<file path="config.mk">
export PLATFORM = sky130hd
export DESIGN_NAME = serial_subtractor_4_bit
export DESIGN_NICKNAME = d
export VERILOG_FILES = /design/src/rtl/serial_subtractor_4_bit.sv
export SDC_FILE = /design/constraint.sdc
export NUM_CORES = 1
export LEC_CHECK = 0
export ABC_CLOCK_PERIOD_IN_PS = 4600
export BUFFER_PORTS_ARGS = -buffer_cell sky130_fd_sc_hd__buf_2
export CAP_MARGIN = 40
export CORE_MARGIN = 2
export CORE_UTILIZATION = 54
export DETAILED_ROUTE_END_ITERATION = 7
export PLACE_DENSITY_LB_ADDON = 0.25
export SETUP_SLACK_MARGIN = 0.1
export SYNTH_ARGS = -nofsm -noshare
export SYNTH_HDL_FRONTEND = slang
export SYNTH_SLANG_ARGS = --single-unit
export TNS_END_PERCENT = 1
</file>
<file path="constraint.sdc">
create_clock -name clk -period 4.6 [get_ports clk]
set_input_delay 0.23 -clock clk [delete_from_list [all_inputs] [get_ports clk]]
set_output_delay 0.23 -clock clk [all_outputs]
set_load 0.03 [all_outputs]
</file>
<file path="src/rtl/serial_subtractor_4_bit.sv">
// Nibble-serial WIDTH-bit subtractor (a - b) built on a 4-bit carry-lookahead slice.
// Optional macro SERIAL_SUB_FLAGS_EN enables the zero/negative/overflow flag logic.
`default_nettype none

module serial_subtractor_4_bit #(
  parameter int WIDTH = 32
) (
  input  logic             clk,
  input  logic             rst,
  input  logic             start,
  input  logic [WIDTH-1:0] a,
  input  logic [WIDTH-1:0] b,
  output logic             busy,
  output logic             done,
  output logic [WIDTH-1:0] diff,
  output logic             borrow,
  output logic             zero,
  output logic             negative,
  output logic             overflow
);

  localparam int N  = WIDTH / 4;
  localparam int IW = (N > 1) ? $clog2(N) : 1;
  localparam logic [IW-1:0] LAST_IDX = IW'(N - 1);

  typedef enum logic [1:0] {
    IDLE = 2'd0,
    RUN  = 2'd1,
    DONE = 2'd2
  } state_t;

  state_t state, state_n;

  logic [WIDTH-1:0] a_q;
  logic [WIDTH-1:0] nb_q;
  logic             carry_q;
  logic [IW-1:0]    idx_q;
  logic [WIDTH-1:0] diff_q;
  logic             borrow_q;

  logic [3:0]       a_nib;
  logic [3:0]       nb_nib;
  logic [3:0]       p;
  logic [3:0]       g;
  logic [3:0]       c;
  logic             cout;
  logic [3:0]       sum;
  logic [WIDTH-1:0] diff_n;
  logic             last_step;

  // ---------------------------------------------------------------------------
  // Control FSM
  // ---------------------------------------------------------------------------
  always_ff @(posedge clk) begin
    if (rst) begin
      state <= IDLE;
    end else begin
      state <= state_n;
    end
  end

  always_comb begin
    state_n = state;
    case (state)
      IDLE:    if (start) state_n = RUN;
      RUN:     if (last_step) state_n = DONE;
      DONE:    state_n = IDLE;
      default: state_n = IDLE;
    endcase
  end

  assign busy      = (state != IDLE);
  assign done      = (state == DONE);
  assign last_step = (idx_q == LAST_IDX);

  // ---------------------------------------------------------------------------
  // 4-bit carry-lookahead slice on the current nibble (b already inverted)
  // ---------------------------------------------------------------------------
  always_comb begin
    a_nib  = a_q[{idx_q, 2'b00} +: 4];
    nb_nib = nb_q[{idx_q, 2'b00} +: 4];
    p      = a_nib ^ nb_nib;
    g      = a_nib & nb_nib;

    c[0] = carry_q;
    c[1] = g[0] | (p[0] & carry_q);
    c[2] = g[1] | (p[1] & g[0]) | (p[1] & p[0] & carry_q);
    c[3] = g[2] | (p[2] & g[1]) | (p[2] & p[1] & g[0])
         | (p[2] & p[1] & p[0] & carry_q);
    cout = g[3] | (p[3] & g[2]) | (p[3] & p[2] & g[1])
         | (p[3] & p[2] & p[1] & g[0])
         | (p[3] & p[2] & p[1] & p[0] & carry_q);

    sum = p ^ c;

    diff_n                       = diff_q;
    diff_n[{idx_q, 2'b00} +: 4]  = sum;
  end

  // ---------------------------------------------------------------------------
  // Datapath registers
  // ---------------------------------------------------------------------------
  always_ff @(posedge clk) begin
    if (rst) begin
      a_q      <= '0;
      nb_q     <= '0;
      carry_q  <= 1'b1;
      idx_q    <= '0;
      diff_q   <= '0;
      borrow_q <= 1'b0;
    end else begin
      case (state)
        IDLE: begin
          if (start) begin
            a_q     <= a;
            nb_q    <= ~b;
            carry_q <= 1'b1;
            idx_q   <= '0;
          end
        end
        RUN: begin
          diff_q  <= diff_n;
          carry_q <= cout;
          if (last_step) begin
            borrow_q <= ~cout;
          end else begin
            idx_q <= idx_q + 1'b1;
          end
        end
        default: ;
      endcase
    end
  end

  assign diff   = diff_q;
  assign borrow = borrow_q;

  // ---------------------------------------------------------------------------
  // Signed result flags
  // ---------------------------------------------------------------------------
`ifdef SERIAL_SUB_FLAGS_EN
  logic zero_q;
  logic negative_q;
  logic overflow_q;

  // Subtrahend MSB is recovered from the stored inverted operand.
  always_ff @(posedge clk) begin
    if (rst) begin
      zero_q     <= 1'b0;
      negative_q <= 1'b0;
      overflow_q <= 1'b0;
    end else if (state == RUN && last_step) begin
      zero_q     <= (diff_n == '0);
      negative_q <= diff_n[WIDTH-1];
      overflow_q <= (a_q[WIDTH-1] ^ ~nb_q[WIDTH-1]) & (a_q[WIDTH-1] ^ diff_n[WIDTH-1]);
    end
  end

  assign zero     = zero_q;
  assign negative = negative_q;
  assign overflow = overflow_q;
`else
  assign zero     = 1'b0;
  assign negative = 1'b0;
  assign overflow = 1'b0;
`endif

endmodule

`default_nettype wire

</file>
### Word-level counts from Yosys, hierarchy flattened

Index checks and enable logic that the tools add are counted.

* flip-flop bits (word level): 103
* input bits: 67
* output and inout bits: 38
* logic and storage cells: 67

* add/sub/neg operators: 2
* eq/ne operators: 6
* shift operators: 4
* mux-type cells: 9
* bitwise operators: 31
* reduce and logical (&&, ||, !) cells: 8

Operator list (number)
* $shiftx 32x6->4: 2
* $bwmux 32: 1
* $not 32->32: 1
* $shift 4x7->32 const A: 1
* $shiftx 4x7->32: 1
* $and 1x1->1: 16
* $or 1x1->1: 10
* $reduce_and 2->1: 4
* $xor 4x4->4: 2
* $neg 5->7: 1
* $mux 3: 2
* $ne 2x2->1 const B: 3
* $pmux 3 s2: 1
* $and 4x4->4: 1
* $mux 2: 2
* $pmux 2 s2: 1
* $reduce_bool 2->1: 2
* $add 3x1->3 const B: 1
* $eq 3x3->1 const B: 1
* $reduce_and 3->1: 1
* $eq 2x1->1 const B: 1
* $eq 2x2->1 const B: 1
* $logic_not 2->1: 1
* $pmux 1 s2: 1
* 2 further kinds: 2

### Logic depth before layout (Yosys ltp)

Gate-level depths: netlist of the first run.

* word-level depth: 9
* gate-level depth with buffers: 11
* gate-level depth less buffers: 8

### Worst setup path before layout of the first run

OpenSTA, ideal clock, no wires.

* path kind: register -> register
* start: register idx_q[0]
* end: register diff_q[31], in the netlist diff[31]
* library setup time: 0.122 ns
* arrival: 3.178 ns
* required time: 4.478 ns
* path slack: 1.301 ns
* cell stages (with the launch flop): 12
* buffers on the path: 3
* clock period less this slack: 3.299 ns
* cells stage by stage: dfxtp_1 buf_4 buf_2 mux4_2 nand2_1 nand2_1 ha_1 a211o_1 a21oi_1 clkbuf_1 nor4_1 a221o_1

* longest elaborated chain between the ends: 9
* elaborated cells between the ends (all ways): 24
* classes of those cells: 1 x add/sub; 4 x shift; 1 x mux; 18 x bitwise

RTL lines
* start, declared: line 37 `logic [IW-1:0] idx_q;`
* start signal, assigned: line 127 `idx_q <= idx_q + 1'b1;`
* $shiftx 32x6->4, on equally long branches: line 80, 81
* $xor 4x4->4 or $and 4x4->4 (tied branches): line 82, 83
* $and 1x1->1, on equally long branches: line 88, 89
* $or 1x1->1 (tied with other cells): line 88 `c[3] = g[2] | (p[2] & g[1]) | (p[2] & p[1] & g[0])`
* $or 1x1->1 or $and 1x1->1 (tied branches): line 88, 89
* $or 1x1->1: line 89 `| (p[2] & p[1] & p[0] & carry_q);`
* $xor 4x4->4: line 94 `sum = p ^ c;`
* $shiftx 4x7->32: line 97 `diff_n[{idx_q, 2'b00} +: 4] = sum;`
* $bwmux 32 *: line 97
* end signal, assigned: line 122 `diff_q <= diff_n;`
* end, declared: line 38 `logic [WIDTH-1:0] diff_q;`

Every way passes the cells marked *; elsewhere a longest branch is shown, timed or not.
A chain may end at the register's enable or synchronous reset.

### Worst setup path in the final report of the first run

* start: register idx_q[0]
* end: register borrow_q, in the netlist borrow

* longest elaborated chain between the ends: 8
* elaborated cells between the ends (all ways): 18
* classes of those cells: 1 x eq/ne; 2 x shift; 14 x bitwise; 1 x reduce/logical

RTL lines
* $shiftx 32x6->4, on equally long branches: line 80, 81
* $xor 4x4->4 or $and 4x4->4 (tied branches): line 82, 83
* $and 1x1->1, on equally long branches: line 90, 91, 92
* $or 1x1->1 (tied with other cells) (2 in series): line 90 `cout = g[3] | (p[3] & g[2]) | (p[3] & p[2] & g[1])`
* $or 1x1->1 or $and 1x1->1 (tied branches): line 91, 92
* $or 1x1->1: line 92 `| (p[3] & p[2] & p[1] & p[0] & carry_q);`
* $not 1->1: line 125 `borrow_q <= ~cout;`
* end signal, assigned: line 125
* end, declared: line 39 `logic borrow_q;`

Several ways; a longest one is shown, not always the timed one.

==> results.py, run 1 <==
metrics = {
    "worst_setup_path": {
        "crit_chain": "buf_4 -> mux4_2 -> nand2_1 -> nand2_1 -> ha_1 -> a211o_1 -> a21oi_1 -> buf_4 -> nor2b_1 -> o41ai_1",
        "crit_arrival_ps": 3560,
        "cp_slowest_cell": "dfxtp_1",
        "cpPeakStageDelay_ps": 680,
        "rrSetupSlack_ps": 1280,
        "worstReg2RegEnd": "borrow",
        "crit_path_end_kind": "flip-flop",
        "timing.setup.critical_path_class": "flip-flop to flip-flop",
        "cp.required_ps": 4850,
        "start_kind": "flip-flop",
        "r2r-start": "idx_q[0]",
        "path_max_fanout": 18,
        "reg2reg_depth": 10,
    },
    "place": {
        "postPlaceCellArea_um2": 5150,
        "port_buffers": 101,
        "post-dp-hpwl_um": 7294,
        "gp_congestion": 0.8123,
    },
    "cells_and_area": {
        "antenna_cells": 0,
        "finalInstanceArea_um2": 5303,
        "area_growth_syn_to_layout_pct": 16.30,
        "fin_util_pct": 64.53,
        "layout-drive-gt1-share_pct": 24.28,
        "nets": 666,
    },
    "cts": {
        "root_buffer": "clkbuf_8",
        "clk_path_buf_depth": 2,
        "cts_tree": "built",
        "clkTransAtPathRegs_ps": 100,
        "htreeDepth": 3,
        "hold_buffers": 0,
        "cts_made_buffers": 9,
        "worstSkewPairLatency_ps": 360,
        "ctsResizeCount": 0,
        "postCtsSetupRepairBufs": 0,
        "cts_sinks": 103,
    },
    "sta": {
        "fmax_mhz": 301.6,
        "setup_viol_count_final": 0,
        "rsz0062_at_grt": "false",
        "relSlewSlack_pct": 42.38,
        "timing.final.crit_share_pct": 72.09,
        "worst_slew_pin_slew_ps": 864.3,
        "fin_crit_ps": 3316,
        "timing.hold.ws_ps": 30.44,
        "fin_setup_tns_ps": 0,
        "fin_skew_ps": 13.78,
        "hold_violations": 0,
        "final-max-slew-violation-count": 0,
    },
    "global_routing": {
        "antenna_found_initial": 0,
        "grt_max_degree": 98,
        "track_usage_pct": 23.53,
        "grt_first_pass_wirelength_um": 16930,
        "grt-ovfl-total": 0,
        "first_global_vias": 3589,
    },
    "detailed_routing": {
        "routed_wl_um": 10460,
        "final_antenna_net_count": 0,
        "drc": 0,
        "drt_pre_antenna_iters": 4,
        "wl_per_cell_um": 15.07,
        "post_drt_via_cell_ratio": 5.566,
        "drt_iter0_markers": 186,
        "vias": 3863,
    },
    "power": {
        "vdd_ir_drop_max_mv": 0.1507,
        "p_seq_share_pct": 55.9,
        "power_density_nw_per_um2": 325.8,
        "sw_frac_of_total_pct": 27.89,
        "p_comb_share_pct": 16.3,
        "power_leakage_uw": 0.002238,
        "power_uw": 1728,
        "p_switching_uw": 481.8,
        "p_int_uw": 1246,
        "pwr-share-clk_pct": 27.8,
    },
    "synthesis": {
        "seq_area_frac_synth_pct": 45.23,
        "synth_common_cells": "104 x nand2_1, 103 x dfxtp_1, 54 x nor2_1",
        "yosysMostFrequentCell": "nand2_1",
        "ys_warn_count": 0,
        "async_flop_share_pct": 0,
        "syn_inst": 506,
        "synth_area_um2": 4559,
        "yosysTopAreaCellShare_pct": 45.23,
        "synth_edf_count": 0,
        "ys_ff_latch": 103,
        "synth_area_leaders": "dfxtp_1 45%, nand2_1 8.6%, mux4_2 7.9%",
        "avgSynthCellArea_um2": 9.011,
        "synth_top_area_cell": "dfxtp_1",
        "ys_types": 42,
        "ys.flop_type": "dfxtp_1",
    },
    "min_path": {
        "hp-class": "input port to flip-flop",
        "hold_path_end": "nb_q[3]",
        "holdPathStages": 2,
        "hp-start": "b[3]",
    },
    "run": {
        "max-cap-violations": 0,
    },
    "floorplanning": {
        "die_w_um": 95.89,
        "initial_utilization_pct": 55.49,
        "ioPinCount": 105,
        "num_rows": 33,
        "die-height_um": 95.89,
        "dieArea_um2": 9194,
        "fp.coreArea_um2": 8217,
    },
    "outcome": {
        "status": "completed",
    },
}
## logic make-up (layout without fill, tap and decap cells)
logic type | count (synthesis) | in the layout | synth area share [%]
xor+xnor | 1 | 1 | 0.1921
other cells | 1 | 3 | 0.08225
simple gates | 220 | 220 | 22.61
compound gates | 99 | 99 | 14.57
buf+inv | 46 | 127 | 4.144
fa+ha+maj | 13 | 13 | 3.732
mux | 23 | 23 | 9.440
flops | 103 | 103 | 45.23
## worst max-delay path, delay by kind of cell, from the launching register on
family / cells / cell delay [ps]
DFF: 1 / 680
AOI/OAI and AO/OA: 3 / 740
muxes: 1 / 540
adders and majority gates: 1 / 320
buffers and inverters: 2 / 600
and+or+nand+nor: 3 / 320
## placed cells by master, fill, tap and decap left out, types with 5 or more instances in the layout
cell        n
nor2_1     54
inv_1       5
buf_2     100
nor3_1      8
mux2i_1     7
dfxtp_1   103
nand2_1   104
ha_1       12
a221o_1     6
nand3b_1   10
a211oi_1   33
or3_1       8
mux4_2     16
nor2b_1     9
nor4_1      6
o41ai_1     7
a21oi_1    44
clkbuf_8    9
## worst max-delay path by stage
stage / start / slack (ps) / endpoint / depth (start not counted)
3_5_place_dp: idx_q[0] / 1340 / diff[27] / 10
2_1_floorplan: idx_q[0] / 1300 / diff[31] / 11
4_1_cts: idx_q[0] / 1280 / borrow / 10
3_3_place_gp: idx_q[0] / 1430 / diff[27] / 10
5_1_grt: idx_q[0] / 1010 / borrow / 10
6_report: idx_q[0] / 1280 / borrow / 10
## stage by stage
step / setup WS, ps / std cells
2_1_floorplan: 1301 / 508
3_3_place_gp: 1431 / 677
3_5_place_dp: 1343 / 680
4_1_cts: 1276 / 694
5_1_grt: 1011 / 694
6_report: 1284 / 694
## final cells by class
cell class | instances | area, um2
repair buffers | 107 | 613.1
inverters | 6 | 22.52
fillers | 714 | 2914
flip-flops and latches | 103 | 2062
clock buffers | 10 | 127.6
well taps | 105 | 131.4
clock inverters | 4 | 25.02
multi-input cells | 359 | 2321
## power groups by stage
stage | Sequential (uW) | Clock, uW | Combinational [uW]
after global routing | 972 | 521 | 312
after floorplan | 981 | 0 | 197
final | 966 | 480 | 282
after CTS | 966 | 486 | 281
after global placement | 988 | 0 | 258
after detailed placement | 987 | 0 | 280
## per-layer routing
| layer | global-route usage [%] | wire (um) | vias to the layer above |
|---|---|---|---|
| met3 | 3.602 | 553 | 10 |
| met5 | 0 | 0 | - |
| li1 | - | - | 1941 |
| met1 | 31.46 | 4718 | 1805 |
| met2 | 39.63 | 5066 | 107 |
| met4 | 6.786 | 122 | 0 |
## sequential cells by signal, summed over array words and instances (netlist names)
register	flops
diff	32
borrow	1
a_q	32
idx_q	3
nb_q	32
state	2
carry_q	1
Power figures use the tool's default switching activity.
==> inputs of run 2 (changes only) <==
ABC_CLOCK_PERIOD_IN_PS = 2700   (was 4600)
CORE_UTILIZATION = 48   (was 54)
clock period = 2.7 ns   (was 4.6 ns; I/O delays follow)
==> run 2 against run 1 <==
Combinational power is 97% higher. Cell area is 11% higher. Largest power group unchanged. Critical path type unchanged. Global-route usage is 0.65 points lower. Highest routed layer unchanged. Cell count is 11% higher. Sequential share of layout area is 3.8 points lower. Clock power is 86% higher. Core utilization is 0.81 points lower. Clock-buffer cell count stayed put.
==> results.py, run 2 (same netlist as run 1, synthesis figures left out) <==
metrics = {
    "place": {
        "pre_cts_ws_ps": -13.25,
        "port_buffers": 101,
        "post-dp-hpwl_um": 7581,
        "gp_congestion": 0.7940,
        "postPlaceCellArea_um2": 5246,
    },
    "min_path": {
        "holdPathStages": 3,
        "hp-start": "a[4]",
        "hp-class": "input port to flip-flop",
        "hold_path_end": "a_q[4]",
    },
    "detailed_routing": {
        "wl_per_cell_um": 14.43,
        "final_antenna_net_count": 0,
        "routed_wl_um": 11140,
        "wl_met2_um": 5474,
        "topRoutingLayerUsed": "met4",
        "drc": 0,
        "vias": 4071,
        "drt_iter0_markers": 211,
        "wl_met1_um": 4961,
        "dr_wl_met3_um": 464,
        "post_drt_via_cell_ratio": 5.273,
        "drt_pre_antenna_iters": 4,
    },
    "power": {
        "power_density_nw_per_um2": 525.1,
        "power_leakage_uw": 0.002488,
        "vdd_ir_drop_max_mv": 0.2647,
    },
    "floorplanning": {
        "ioPinCount": 105,
        "initial_utilization_pct": 49.34,
        "num_rows": 35,
        "die-height_um": 101.5,
        "die_w_um": 101.5,
        "dieArea_um2": 10290,
        "fp.coreArea_um2": 9240,
    },
    "worst_setup_path": {
        "r2r-start": "idx_q[0]",
        "reg2reg_depth": 10,
        "start_kind": "flip-flop",
        "cp.required_ps": 2940,
        "worstReg2RegEnd": "diff[15]",
        "crit_arrival_ps": 2820,
        "crit_path_end_kind": "flip-flop",
        "path_max_fanout": 16,
        "timing.setup.critical_path_class": "flip-flop to flip-flop",
        "rrSetupSlack_ps": 130,
    },
    "sta": {
        "relSlewSlack_pct": 51.91,
        "rsz0062_at_grt": "true",
        "layout_setup_ws_ps": 129.3,
        "fin_skew_ps": 16.65,
        "fmax_mhz": 389.0,
        "final-max-slew-violation-count": 0,
        "fin_crit_ps": 2571,
        "timing.hold.ws_ps": 12.26,
        "hold_violations": 0,
        "fin_setup_tns_ps": 0,
        "worst_slew_pin_slew_ps": 721.4,
        "timing.final.crit_share_pct": 95.21,
        "setup_viol_count_final": 0,
    },
    "cells_and_area": {
        "layout-drive-gt1-share_pct": 26.28,
        "regArea_um2": 2066,
        "layout_commonest_cell": "dfxtp_1",
        "fillers": 823,
        "final_cell_mix": "102 x dfxtp_1, 101 x nand2_1, 100 x buf_2",
        "antenna_cells": 0,
        "multi_input_area_um2": 2379,
        "nets": 718,
        "finalInstanceArea_um2": 5888,
        "area_growth_syn_to_layout_pct": 29.14,
    },
    "global_routing": {
        "grt-ovfl-total": 0,
        "first_global_vias": 3970,
        "track_usage_pct": 22.88,
        "grt_max_degree": 82,
        "antenna_found_initial": 0,
        "grt_first_pass_wirelength_um": 18690,
    },
    "run": {
        "max-cap-violations": 0,
    },
    "cts": {
        "cts_sinks": 103,
        "htreeDepth": 3,
        "clk_path_buf_depth": 2,
        "worstSkewPairLatency_ps": 360,
        "clkTransAtPathRegs_ps": 100,
        "cts_made_buffers": 9,
        "cts_tree": "built",
        "root_buffer": "clkbuf_8",
    },
    "outcome": {
        "status": "completed",
    },
}
## run 2: where the power goes
group / leakage, uW / internal (uW) / switching [uW]
combinational: 0.00155 / 256 / 301
sequential: 0.000844 / 1600 / 46.4
clock: 0.0000926 / 364 / 528
total: 0.00249 / 2220 / 875
## run 2: through the flow
stage               total power (uW)  cells  utilization [%]
floorplan                       2022    508                -
global route                    3247    772            63.72
CTS                             3092    770            63.26
detailed placement              2166    714            56.78
global placement                2150    714            56.78
finish                          3092    772            63.72
## run 2: layout make-up
| class | count | share of cell area (%) |
|---|---|---|
| multi-input combinational | 359 | 40.40 |
| timing repair buffer | 159 | 18.32 |
| inverter | 6 | 0.3825 |
| sequential | 103 | 35.08 |
| clock buffer | 10 | 2.337 |
| clock inverter | 6 | 0.7437 |
| tap | 129 | 2.741 |
## run 2: worst max-delay path: stages, from the launching register on
cell	delay, ps
dfxtp_4	380
buf_12	140
mux4_2	510
nand2_1	80
nand2_1	80
ha_1	330
o21a_1	250
a21oi_4	200
buf_12	160
nor4_1	60
a221o_1	280
## run 2: routing by layer
layer	vias to the layer above	GRT usage [%]
met3	21	4.417
met1	1895	29.10
met5	-	0
li1	2039	-
met4	0	8.212
met2	116	38.87
## run 2: how the worst max path moves through the flow
stage / from / end / slack (ps)
2_1_floorplan: idx_q[0] / diff[31] / 30
3_3_place_gp: idx_q[0] / diff[19] / 70
3_5_place_dp: idx_q[0] / diff[6] / -10
4_1_cts: idx_q[0] / diff[6] / 80
5_1_grt: idx_q[0] / diff[15] / 30
6_report: idx_q[0] / diff[15] / 130
## run 2: what timing repair did
item	4_1_cts	5_1_grt
setup endpoints to repair	11	20
pin swaps	0	1
resized for setup	0	5
endpoints found under the hold margin	37	2
setup buffers	3	0
hold buffers	37	2
